$ cat src/rtl/rf_pkg.sv
// Shared types and constants for the register-file writeback path.
package rf_pkg;

  localparam int RF_DATAWIDTH = 64;
  localparam int RF_ADDRWIDTH = 2;

  typedef struct packed {
    logic [RF_ADDRWIDTH-1:0] addr;
    logic [RF_DATAWIDTH-1:0] data;
  } rf_wreq_t;

  typedef enum logic {
    PORT0 = 1'b0,
    PORT1 = 1'b1
  } port_e;

  function automatic port_e other_port(input port_e p);
    return (p == PORT0) ? PORT1 : PORT0;
  endfunction

endpackage

$ cat src/rtl/rf_wb_arbiter_if.sv
// Writeback request ports and RF write port of the writeback arbiter.
interface rf_wb_arbiter_if
  import rf_pkg::*;
#(
  parameter int DATAWIDTH = RF_DATAWIDTH,
  parameter int ADDRWIDTH = RF_ADDRWIDTH
);

  logic                 req0_valid;
  logic                 req0_ready;
  logic [ADDRWIDTH-1:0] req0_addr;
  logic [DATAWIDTH-1:0] req0_data;
  logic                 req1_valid;
  logic                 req1_ready;
  logic [ADDRWIDTH-1:0] req1_addr;
  logic [DATAWIDTH-1:0] req1_data;
  logic                 rf_hold;
  logic                 rf_wen;
  logic [ADDRWIDTH-1:0] rf_waddr;
  logic [DATAWIDTH-1:0] rf_wdata;
  logic                 grant_id;
  logic                 idle;

  modport master (
    output req0_valid, req0_addr, req0_data,
    output req1_valid, req1_addr, req1_data,
    output rf_hold,
    input  req0_ready, req1_ready,
    input  rf_wen, rf_waddr, rf_wdata, grant_id, idle
  );

  modport slave (
    input  req0_valid, req0_addr, req0_data,
    input  req1_valid, req1_addr, req1_data,
    input  rf_hold,
    output req0_ready, req1_ready,
    output rf_wen, rf_waddr, rf_wdata, grant_id, idle
  );

endinterface

$ cat src/rtl/rf_wb_arbiter_chk.sv
// Protocol and invariant assertions for the writeback arbiter.
module rf_wb_arbiter_chk #(
  parameter int DATAWIDTH = 64,
  parameter int ADDRWIDTH = 2
) (
  input logic                 clk,
  input logic                 rst_n,
  input logic                 valid0,
  input logic                 ready0,
  input logic [ADDRWIDTH-1:0] addr0,
  input logic [DATAWIDTH-1:0] data0,
  input logic                 valid1,
  input logic                 ready1,
  input logic [ADDRWIDTH-1:0] addr1,
  input logic [DATAWIDTH-1:0] data1,
  input logic                 push0,
  input logic                 full0,
  input logic                 push1,
  input logic                 full1,
  input logic                 rf_hold,
  input logic                 rf_wen
);

  // A stalled request must stay valid and unchanged until it transfers.
  a_req0_stable: assert property (@(posedge clk) disable iff (!rst_n)
    (valid0 && !ready0) |=> (valid0 && $stable(addr0) && $stable(data0)));

  a_req1_stable: assert property (@(posedge clk) disable iff (!rst_n)
    (valid1 && !ready1) |=> (valid1 && $stable(addr1) && $stable(data1)));

  a_no_push_full0: assert property (@(posedge clk) disable iff (!rst_n) !(push0 && full0));
  a_no_push_full1: assert property (@(posedge clk) disable iff (!rst_n) !(push1 && full1));

  a_hold_blocks_write: assert property (@(posedge clk) disable iff (!rst_n)
    rf_hold |=> !rf_wen);

endmodule

$ cat src/rtl/rf_wb_fifo.sv
// Synchronous in-order FIFO for one writeback requester.
module rf_wb_fifo #(
  parameter int WIDTH = 66,
  parameter int DEPTH = 2
) (
  input  logic                         clk,
  input  logic                         rst_n,
  input  logic                         push,
  input  logic [WIDTH-1:0]             wdata,
  input  logic                         pop,
  output logic [WIDTH-1:0]             rdata,
  output logic [$clog2(DEPTH+1)-1:0]   count,
  output logic                         full,
  output logic                         empty
);

  localparam int PTR_W = $clog2(DEPTH);
  localparam int CNT_W = $clog2(DEPTH + 1);
  localparam logic [CNT_W-1:0] DEPTH_C = CNT_W'(DEPTH);

  logic [WIDTH-1:0] mem_r [DEPTH];
  logic [PTR_W-1:0] wr_ptr_r;
  logic [PTR_W-1:0] rd_ptr_r;
  logic [CNT_W-1:0] count_r;
  logic             do_push_s;
  logic             do_pop_s;

  assign full      = (count_r == DEPTH_C);
  assign empty     = (count_r == {CNT_W{1'b0}});
  assign count     = count_r;
  assign rdata     = mem_r[rd_ptr_r];
  assign do_push_s = push & ~full;
  assign do_pop_s  = pop & ~empty;

  // Entry storage; contents are don't-care while the slot is not occupied.
  always_ff @(posedge clk) begin
    if (do_push_s) begin
      mem_r[wr_ptr_r] <= wdata;
    end
  end

  // Pointers and occupancy; DEPTH is a power of two so pointers wrap naturally.
  always_ff @(posedge clk) begin
    if (!rst_n) begin
      wr_ptr_r <= {PTR_W{1'b0}};
      rd_ptr_r <= {PTR_W{1'b0}};
      count_r  <= {CNT_W{1'b0}};
    end else begin
      if (do_push_s) begin
        wr_ptr_r <= wr_ptr_r + PTR_W'(1);
      end
      if (do_pop_s) begin
        rd_ptr_r <= rd_ptr_r + PTR_W'(1);
      end
      case ({do_push_s, do_pop_s})
        2'b10:   count_r <= count_r + CNT_W'(1);
        2'b01:   count_r <= count_r - CNT_W'(1);
        default: count_r <= count_r;
      endcase
    end
  end

endmodule

$ cat src/rtl/rf_wb_arbiter.sv
// Round-robin arbiter for the single RF write port, fed by two buffered
// writeback producers (port 0 ALU, port 1 load/host), with a registered write stage.
module rf_wb_arbiter
  import rf_pkg::*;
#(
  parameter int DATAWIDTH  = RF_DATAWIDTH,
  parameter int ADDRWIDTH  = RF_ADDRWIDTH,
  parameter int FIFO_DEPTH = 2
) (
  input logic            clk,
  input logic            rst_n,
  rf_wb_arbiter_if.slave bus
);

  localparam int ENTRY_W = ADDRWIDTH + DATAWIDTH;
  localparam int CNT_W   = $clog2(FIFO_DEPTH + 1);
  localparam logic [CNT_W-1:0] DEPTH_C = CNT_W'(FIFO_DEPTH);

  logic [ENTRY_W-1:0]   head0_s;
  logic [ENTRY_W-1:0]   head1_s;
  logic [CNT_W-1:0]     count0_s;
  logic [CNT_W-1:0]     count1_s;
  logic                 full0_s;
  logic                 full1_s;
  logic                 empty0_s;
  logic                 empty1_s;
  logic                 ready0_s;
  logic                 ready1_s;
  logic                 push0_s;
  logic                 push1_s;
  logic                 pop0_s;
  logic                 pop1_s;
  logic                 grant_valid_s;
  port_e                grant_port_s;
  logic [ENTRY_W-1:0]   grant_head_s;
  port_e                last_grant_r;
  logic                 rf_wen_r;
  logic [ADDRWIDTH-1:0] rf_waddr_r;
  logic [DATAWIDTH-1:0] rf_wdata_r;
  port_e                grant_id_r;

  // Ready depends only on occupancy so it never combinationally follows valid.
  assign ready0_s = (count0_s < DEPTH_C);
  assign ready1_s = (count1_s < DEPTH_C);
  assign push0_s  = bus.req0_valid & ready0_s;
  assign push1_s  = bus.req1_valid & ready1_s;

  rf_wb_fifo #(
    .WIDTH (ENTRY_W),
    .DEPTH (FIFO_DEPTH)
  ) u_fifo0 (
    .clk   (clk),
    .rst_n (rst_n),
    .push  (push0_s),
    .wdata ({bus.req0_addr, bus.req0_data}),
    .pop   (pop0_s),
    .rdata (head0_s),
    .count (count0_s),
    .full  (full0_s),
    .empty (empty0_s)
  );

  rf_wb_fifo #(
    .WIDTH (ENTRY_W),
    .DEPTH (FIFO_DEPTH)
  ) u_fifo1 (
    .clk   (clk),
    .rst_n (rst_n),
    .push  (push1_s),
    .wdata ({bus.req1_addr, bus.req1_data}),
    .pop   (pop1_s),
    .rdata (head1_s),
    .count (count1_s),
    .full  (full1_s),
    .empty (empty1_s)
  );

  // Grant selection on the FIFO heads; a contest goes to the port not granted last.
  always_comb begin
    grant_valid_s = 1'b0;
    grant_port_s  = PORT0;
    if (bus.rf_hold) begin
      grant_valid_s = 1'b0;
    end else if (!empty0_s && !empty1_s) begin
      grant_valid_s = 1'b1;
      grant_port_s  = other_port(last_grant_r);
    end else if (!empty0_s) begin
      grant_valid_s = 1'b1;
      grant_port_s  = PORT0;
    end else if (!empty1_s) begin
      grant_valid_s = 1'b1;
      grant_port_s  = PORT1;
    end else begin
      grant_valid_s = 1'b0;
    end
  end

  assign pop0_s       = grant_valid_s && (grant_port_s == PORT0);
  assign pop1_s       = grant_valid_s && (grant_port_s == PORT1);
  assign grant_head_s = (grant_port_s == PORT1) ? head1_s : head0_s;

  // Round-robin history; reset to port 1 so port 0 wins the first contest.
  always_ff @(posedge clk) begin
    if (!rst_n) begin
      last_grant_r <= PORT1;
    end else if (grant_valid_s) begin
      last_grant_r <= grant_port_s;
    end else begin
      last_grant_r <= last_grant_r;
    end
  end

  // Registered RF write stage; address, data and id hold when nothing is granted.
  always_ff @(posedge clk) begin
    if (!rst_n) begin
      rf_wen_r   <= 1'b0;
      rf_waddr_r <= {ADDRWIDTH{1'b0}};
      rf_wdata_r <= {DATAWIDTH{1'b0}};
      grant_id_r <= PORT0;
    end else begin
      rf_wen_r <= grant_valid_s;
      if (grant_valid_s) begin
        rf_waddr_r <= grant_head_s[ENTRY_W-1 -: ADDRWIDTH];
        rf_wdata_r <= grant_head_s[DATAWIDTH-1:0];
        grant_id_r <= grant_port_s;
      end else begin
        rf_waddr_r <= rf_waddr_r;
        rf_wdata_r <= rf_wdata_r;
        grant_id_r <= grant_id_r;
      end
    end
  end

  assign bus.req0_ready = ready0_s;
  assign bus.req1_ready = ready1_s;
  assign bus.rf_wen     = rf_wen_r;
  assign bus.rf_waddr   = rf_waddr_r;
  assign bus.rf_wdata   = rf_wdata_r;
  assign bus.grant_id   = grant_id_r;
  assign bus.idle       = empty0_s & empty1_s & ~rf_wen_r;

  rf_wb_arbiter_chk #(
    .DATAWIDTH (DATAWIDTH),
    .ADDRWIDTH (ADDRWIDTH)
  ) u_chk (
    .clk     (clk),
    .rst_n   (rst_n),
    .valid0  (bus.req0_valid),
    .ready0  (ready0_s),
    .addr0   (bus.req0_addr),
    .data0   (bus.req0_data),
    .valid1  (bus.req1_valid),
    .ready1  (ready1_s),
    .addr1   (bus.req1_addr),
    .data1   (bus.req1_data),
    .push0   (push0_s),
    .full0   (full0_s),
    .push1   (push1_s),
    .full1   (full1_s),
    .rf_hold (bus.rf_hold),
    .rf_wen  (rf_wen_r)
  );

endmodule

$ cat src/flat_wrapper.sv
// flat-port wrapper written by rule: the top's interface ports become plain ports
module rf_wb_arbiter_flat import rf_pkg::*;
#(
  parameter int DATAWIDTH  = RF_DATAWIDTH,
  parameter int ADDRWIDTH  = RF_ADDRWIDTH,
  parameter int FIFO_DEPTH = 2
)
  (clk, rst_n, bus_req0_valid, bus_req0_addr, bus_req0_data, bus_req1_valid, bus_req1_addr, bus_req1_data, bus_rf_hold, bus_req0_ready, bus_req1_ready, bus_rf_wen, bus_rf_waddr, bus_rf_wdata, bus_grant_id, bus_idle);
  rf_wb_arbiter_if #(.DATAWIDTH(DATAWIDTH), .ADDRWIDTH(ADDRWIDTH)) bus_i ();
  input logic clk;
  input logic rst_n;
  input wire logic [$bits(bus_i.req0_valid)-1:0] bus_req0_valid;
  input wire logic [$bits(bus_i.req0_addr)-1:0] bus_req0_addr;
  input wire logic [$bits(bus_i.req0_data)-1:0] bus_req0_data;
  input wire logic [$bits(bus_i.req1_valid)-1:0] bus_req1_valid;
  input wire logic [$bits(bus_i.req1_addr)-1:0] bus_req1_addr;
  input wire logic [$bits(bus_i.req1_data)-1:0] bus_req1_data;
  input wire logic [$bits(bus_i.rf_hold)-1:0] bus_rf_hold;
  output wire logic [$bits(bus_i.req0_ready)-1:0] bus_req0_ready;
  output wire logic [$bits(bus_i.req1_ready)-1:0] bus_req1_ready;
  output wire logic [$bits(bus_i.rf_wen)-1:0] bus_rf_wen;
  output wire logic [$bits(bus_i.rf_waddr)-1:0] bus_rf_waddr;
  output wire logic [$bits(bus_i.rf_wdata)-1:0] bus_rf_wdata;
  output wire logic [$bits(bus_i.grant_id)-1:0] bus_grant_id;
  output wire logic [$bits(bus_i.idle)-1:0] bus_idle;
  assign bus_i.req0_valid = bus_req0_valid;
  assign bus_i.req0_addr = bus_req0_addr;
  assign bus_i.req0_data = bus_req0_data;
  assign bus_i.req1_valid = bus_req1_valid;
  assign bus_i.req1_addr = bus_req1_addr;
  assign bus_i.req1_data = bus_req1_data;
  assign bus_i.rf_hold = bus_rf_hold;
  assign bus_req0_ready = bus_i.req0_ready;
  assign bus_req1_ready = bus_i.req1_ready;
  assign bus_rf_wen = bus_i.rf_wen;
  assign bus_rf_waddr = bus_i.rf_waddr;
  assign bus_rf_wdata = bus_i.rf_wdata;
  assign bus_grant_id = bus_i.grant_id;
  assign bus_idle = bus_i.idle;
  rf_wb_arbiter #(.DATAWIDTH(DATAWIDTH), .ADDRWIDTH(ADDRWIDTH), .FIFO_DEPTH(FIFO_DEPTH)) u_core (.clk(clk), .rst_n(rst_n), .bus(bus_i));
endmodule
$ cat config.mk
export PLATFORM = sky130hd
export DESIGN_NAME = rf_wb_arbiter_flat
export DESIGN_NICKNAME = d
export VERILOG_FILES = /design/src/rtl/rf_pkg.sv /design/src/rtl/rf_wb_arbiter_if.sv /design/src/rtl/rf_wb_arbiter_chk.sv /design/src/rtl/rf_wb_fifo.sv /design/src/rtl/rf_wb_arbiter.sv /design/src/flat_wrapper.sv
export SDC_FILE = /design/constraint.sdc
export NUM_CORES = 1
export LEC_CHECK = 0
export BUFFER_PORTS_ARGS = -buffer_cell sky130_fd_sc_hd__buf_2
export CAP_MARGIN = 30
export CORE_ASPECT_RATIO = 0.6
export CORE_MARGIN = 2
export CORE_UTILIZATION = 40
export DETAILED_ROUTE_END_ITERATION = 8
export PLACE_DENSITY = 0.65
export SLEW_MARGIN = 20
export SYNTH_ARGS = -nofsm -noshare
export SYNTH_HDL_FRONTEND = slang
export SYNTH_HIERARCHICAL = 1
export SYNTH_SLANG_ARGS = --single-unit
$ cat constraint.sdc
create_clock -name clk -period 8.3 [get_ports clk]
set_input_delay 1.66 -clock clk [delete_from_list [all_inputs] [get_ports clk]]
set_output_delay 1.66 -clock clk [all_outputs]
set_load 0.005 [all_outputs]
Word-level counts from Yosys, hierarchy flattened
Memory sizes are Yosys's and may differ from the RTL's. A register that Yosys moved wholly into a read port is not among the register bits.
Cells that the tools add are included.
Operators by class
  equal/unequal tests: 6
  reductions and logical operators: 9
  bitwise gates (word level): 14
  $lt $le $gt $ge: 2
  mux-type cells: 19
  add/sub/neg operators: 8
Operators with widths (count)
  $mux 66: 1
  $mux 1: 16
  $and 1x1->1: 8
  $eq 2x2->1 const B: 4
  $pmux 2 s2: 2
  $not 1->1: 6
  $add 1x1->1 const B: 4
  $add 2x1->2 const B: 2
  $eq 2x1->1 const B: 2
  $logic_not 2->1: 2
  $lt 2x2->1 const B: 2
  $reduce_bool 2->1: 2
  $sub 2x1->2 const B: 2
  $logic_and 1x1->1: 3
  $logic_not 1->1: 2
Storage, ports and cells
  RAM bits: 264
  output and inout bits: 71
  memories: 2
  bits in registers: 77
  input port bits: 137
  logic and storage cells: 71
Memories
  u_core.u_fifo0.mem_r: words 2, width 66, rd ports 1, clocked after memory_dff 1, write ports 1, RTL line rf_wb_fifo.sv:21  | logic [WIDTH-1:0] mem_r [DEPTH];
  u_core.u_fifo1.mem_r: words 2, width 66, rd ports 1, clocked after memory_dff 1, write ports 1, RTL line rf_wb_fifo.sv:21

Logic depth before layout (Yosys ltp)
  depth in word-level cells: 10
  gate-level depth with buffers: 12
  mapped depth without buffers: 10

Modules after synthesis
Netlist, hierarchy kept.
Modules (own cells, without submodules)
  rf_wb_fifo: cells an instance 231, times used 2, seq. area each 4063.9 µm², area each 4978.5 µm²
  rf_wb_arbiter: cells an instance 415, times used 1, seq. area each 1381.3 µm², area each 3570.9 µm²

Least setup slack after synthesis
OpenSTA, ideal clock, no wires.
  path kind: in2reg
  start point: input bus_req0_valid
  end point: memory u_core.u_fifo0.mem_r[0][0], enable pin
  setup time: 420 ps
  buffers on the path: 0
  required time: 7880 ps
  path slack: 4343 ps
  arrival time: 3537 ps
  stages on the path: 4
  path through: nor2b_1 inv_1 or3_1 inv_1
On the way
  cells in the longest elaborated chain, start to end: 4
RTL lines
  start: declaration: RTL line flat_wrapper.sv:12  | input wire logic [$bits(bus_i.req0_valid)-1:0] bus_req0_valid;
  $and 1x1->1: RTL line rf_wb_arbiter.sv:45  | assign push0_s = bus.req0_valid & ready0_s;
  $and 1x1->1: RTL line rf_wb_fifo.sv:32  | assign do_push_s = push & ~full;
  $mux 1: RTL line rf_wb_fifo.sv:37  | if (do_push_s) begin
  $mux 1 (implied by the code): RTL line rf_wb_fifo.sv:38  | mem_r[wr_ptr_r] <= wdata;
  end: declaration: RTL line rf_wb_fifo.sv:21
No other way between the ends.

Worst setup path in the final report
  start point: register u_core.u_fifo0.count_r[1] (netlist: u_core/u_fifo0/count[1])
  end point: output bus_idle
On the way
  cells in the longest elaborated chain, start to end: 3
RTL lines
  start: declaration: RTL line rf_wb_fifo.sv:24  | logic [CNT_W-1:0] count_r;
  start signal: assignment: RTL line rf_wb_fifo.sv:47  | count_r <= {CNT_W{1'b0}};
  start signal: assignment: RTL line rf_wb_fifo.sv:56  | 2'b10: count_r <= count_r + CNT_W'(1);
  start signal: assignment: RTL line rf_wb_fifo.sv:57  | 2'b01: count_r <= count_r - CNT_W'(1);
  $logic_not 2->1: RTL line rf_wb_fifo.sv:29  | assign empty = (count_r == {CNT_W{1'b0}});
  via u_core.empty0_s: RTL line rf_wb_arbiter.sv:25  | logic empty0_s;
  $and 1x1->1 (2 in series): RTL line rf_wb_arbiter.sv:140  | assign bus.idle = empty0_s & empty1_s & ~rf_wen_r;
  end: declaration: RTL line flat_wrapper.sv:25  | output wire logic [$bits(bus_i.idle)-1:0] bus_idle;
The timed path passes the listed nets, and every way through them passes these cells.

==> results_dict.tcl <==
set metrics [dict create \
    outcome "completed" \
    cts_tree "done" \
    area_growth_syn_to_layout_pct 18.6 \
    timing.fmax_mhz 232 \
    worstSetupEndpointType "output pin" \
    gp_congestion 0.726 \
    synth_ff_type "edfxtp_1" \
    nets 1194 \
    clock_sinks 343 \
    wire_per_inst_um 22.2 \
    cp.arrival_ps 2640 \
    powerDensity_nw_per_um2 339 \
    yosys_warnings 6 \
    cts_max_level 2 \
    die_h_um 146 \
    cts_hold_buffers 0 \
    vias 8459 \
    rows 52 \
    worst_slew_pin_slew_ps 962 \
    ant_nets 0 \
    drc 0 \
    track_usage_pct 19.2 \
    overflow 0 \
    seq_area_frac_synth_pct 70.3 \
    fin_crit_ps 4300 \
    fillers 2877 \
    ctsResizeCount 0 \
    syn-cell-area_um2 13500 \
    startpoint_type "flip-flop" \
    post_cts_buffers 0 \
    startpoint "u_core/u_fifo0/count[1]" \
    yosys_register_bits 343 \
    reg2reg_from "u_core/u_fifo0/count[1]" \
    port_buffers 207 \
    first_pass_iters 5 \
    worst_clock_skew_ps 6.46 \
    rsz0062_at_grt "no" \
    grt_pass1_wl_um 51500 \
    setup_violations 0 \
    clkLatencyLatePin_ps 510 \
    grt_pass1_vias 8470 \
    grt_max_degree 80 \
    clk_pin_slew_ps 60 \
    drive_above_1_share_pct 39.2 \
    initial_core_util_pct 40.4 \
    period_share_pct 51.8 \
    clockRootBuffer "clkbuf_16" \
    drt_wl_total_um 34100 \
    power_leakage_nw 5.46 \
    multiInputGateArea_um2 3610 \
    finalHoldViolCount 0 \
    core_area_um2 33500 \
    critical_path.max_fanout 69 \
    ys_types 30 \
    seq_area_um2 9520 \
    synth_nets 1016 \
    holdCritStartpoint "u_core/bus.grant_id" \
    io_pins 208 \
    syn_area_per_cell_um2 15.4 \
    async_flop_share_pct 0 \
    required_ps 6640 \
    hpwl_um 20200 \
    worstSetupPathType "flip-flop to output pin" \
    cts_buffers 35 \
    antenna_found_initial 3 \
    cts.path.max_buffers 3 \
    die_area_um2 35400 \
    synth_edf_count 264 \
    syn_inst 877 \
    hold_class "flip-flop to flip-flop" \
    finalSetupTns_ps 0 \
    relSlewSlack_pct 35.9 \
    placed_cells 1477 \
    cap_violations 0 \
    first_iter_violations 709 \
    irDropWorstVdd_uv 281 \
    final_cells 1541 \
    via_per_inst 5.49 \
    fp.dieW_um 241 \
    drv_slew 0 \
]
state kept, by name, summed over array words and instances (netlist names), named ones only:
signal / cells
u_core/u_fifo1/count: 2
u_core/u_fifo1/wr_ptr_r: 1
u_core/bus.grant_id: 1
u_core/bus.rf_waddr: 2
u_core/bus.rf_wen: 1
u_core/bus.rf_wdata: 64
u_core/u_fifo0/count: 2
u_core/u_fifo1/mem_r: 132
u_core/u_fifo1/rd_ptr_r: 1
u_core/last_grant_r: 1
u_core/u_fifo0/rd_ptr_r: 1
u_core/u_fifo0/wr_ptr_r: 1
u_core/u_fifo0/mem_r: 132
metal layers:
| layer | vias to the layer above | share of wire [%] | global-route usage [%] |
|---|---|---|---|
| li1 | 3863 | - | - |
| met1 | 4264 | 47 | 28.6 |
| met2 | 292 | 45 | 28.8 |
| met3 | 38 | 6.9 | 4.18 |
| met4 | 2 | 1.2 | 4.07 |
| met5 | - | 0.038 | 0 |
power breakdown:
group / internal, W / total [W] / switching [W]
Sequential: 0.00230 / 0.00248 / 0.000187
Combinational: 0.000532 / 0.00146 / 0.000925
Clock: 0.000862 / 0.00149 / 0.000631
Total: 0.00369 / 0.00543 / 0.00174
kinds of logic (layout without fill, tap and decap cells):
group,Yosys count,in the layout,share of synthesized area [%]
other,0,1,0
and+or+nand+nor,91,91,3.53
buffers and inverters,90,294,3.31
DFF,343,343,70.3
muxes,132,132,11.0
AOI/OAI and AO/OA,213,213,11.3
adders and majority gates,2,2,0.185
xor gates and xnor gates,6,6,0.388
Yosys cell counts, drive strengths merged, types with 3 or more instances:
cell type	count	share of area, %
or3	4	0.18
and2	4	0.18
a211oi	66	3.7
clkbuf	37	1.0
inv	11	0.31
mux2	132	11
buf	42	2.0
dfxtp	79	12
edfxtp	264	59
xnor2	6	0.39
nor2	3	0.083
nor2b	7	0.32
nor3	67	2.5
o21ai	72	2.7
a2111oi	66	4.4
a21boi	5	0.28
final cells by class:
type,instances,share of cell area (%)
clock buffers,45,6.08
repair buffers,220,7.53
flip-flops and latches,343,59.3
well taps,459,3.58
multi-input cells,444,22.5
diodes,1,0.0156
inverters,11,0.273
clock inverters,18,0.702
final timing paths:
| check | cells past startpoint | end | slack, ps |
|---|---|---|---|
| setup reg to reg | 7 | u_core/u_fifo0/count[1] | 5400 |
| hold reg to reg | 2 | u_core/bus.grant_id | 480 |
| setup / recovery | 4 | bus_idle | 4000 |
| hold / removal | 2 | u_core/bus.grant_id | 480 |
through the flow:
step                utilization, %  hold WS (ps)  setup WS (ps)  instance area [µm²]  power (W)
finish                        47.9           481           4000                16000    0.00543
global route                  47.9           517           3830                16000    0.00571
CTS                           47.9           478           3970                16000    0.00549
detailed placement            44.6           470           4390                15000    0.00399
global placement              44.3           470           4390                14800    0.00394
floorplan                        -           457           4340                13500    0.00342
layout by cell type, fill, tap and decap left out, drive strengths merged:
cell      synthesis  routed
a211oi           66      66
o211ai            1       1
edfxtp          264     264
mux2            132     132
a2111oi          66      66
ha                2       2
dfxtp            79      79
xnor2             6       6
a21oi             1       1
bufinv            0       1
clkinvlp          0       2
a21boi            5       5
and3              2       2
nor2              3       3
nand2             2       2
inv              11       9
clkinv            0      17
o21a              2       2
and2              4       4
nor3             67      67
diode             0       1
clkbuf           37      45
buf              42     220
o21ai            72      72
nand2b            2       2
or3               4       4
nor2b             7       7
critical path: stages, from the launching register on:
cell and delay [ps]:
dfxtp_1 380, nor2_1 520, and2_4 840, nor2b_1 200, buf_2 110
Power figures use the tool's default switching activity.
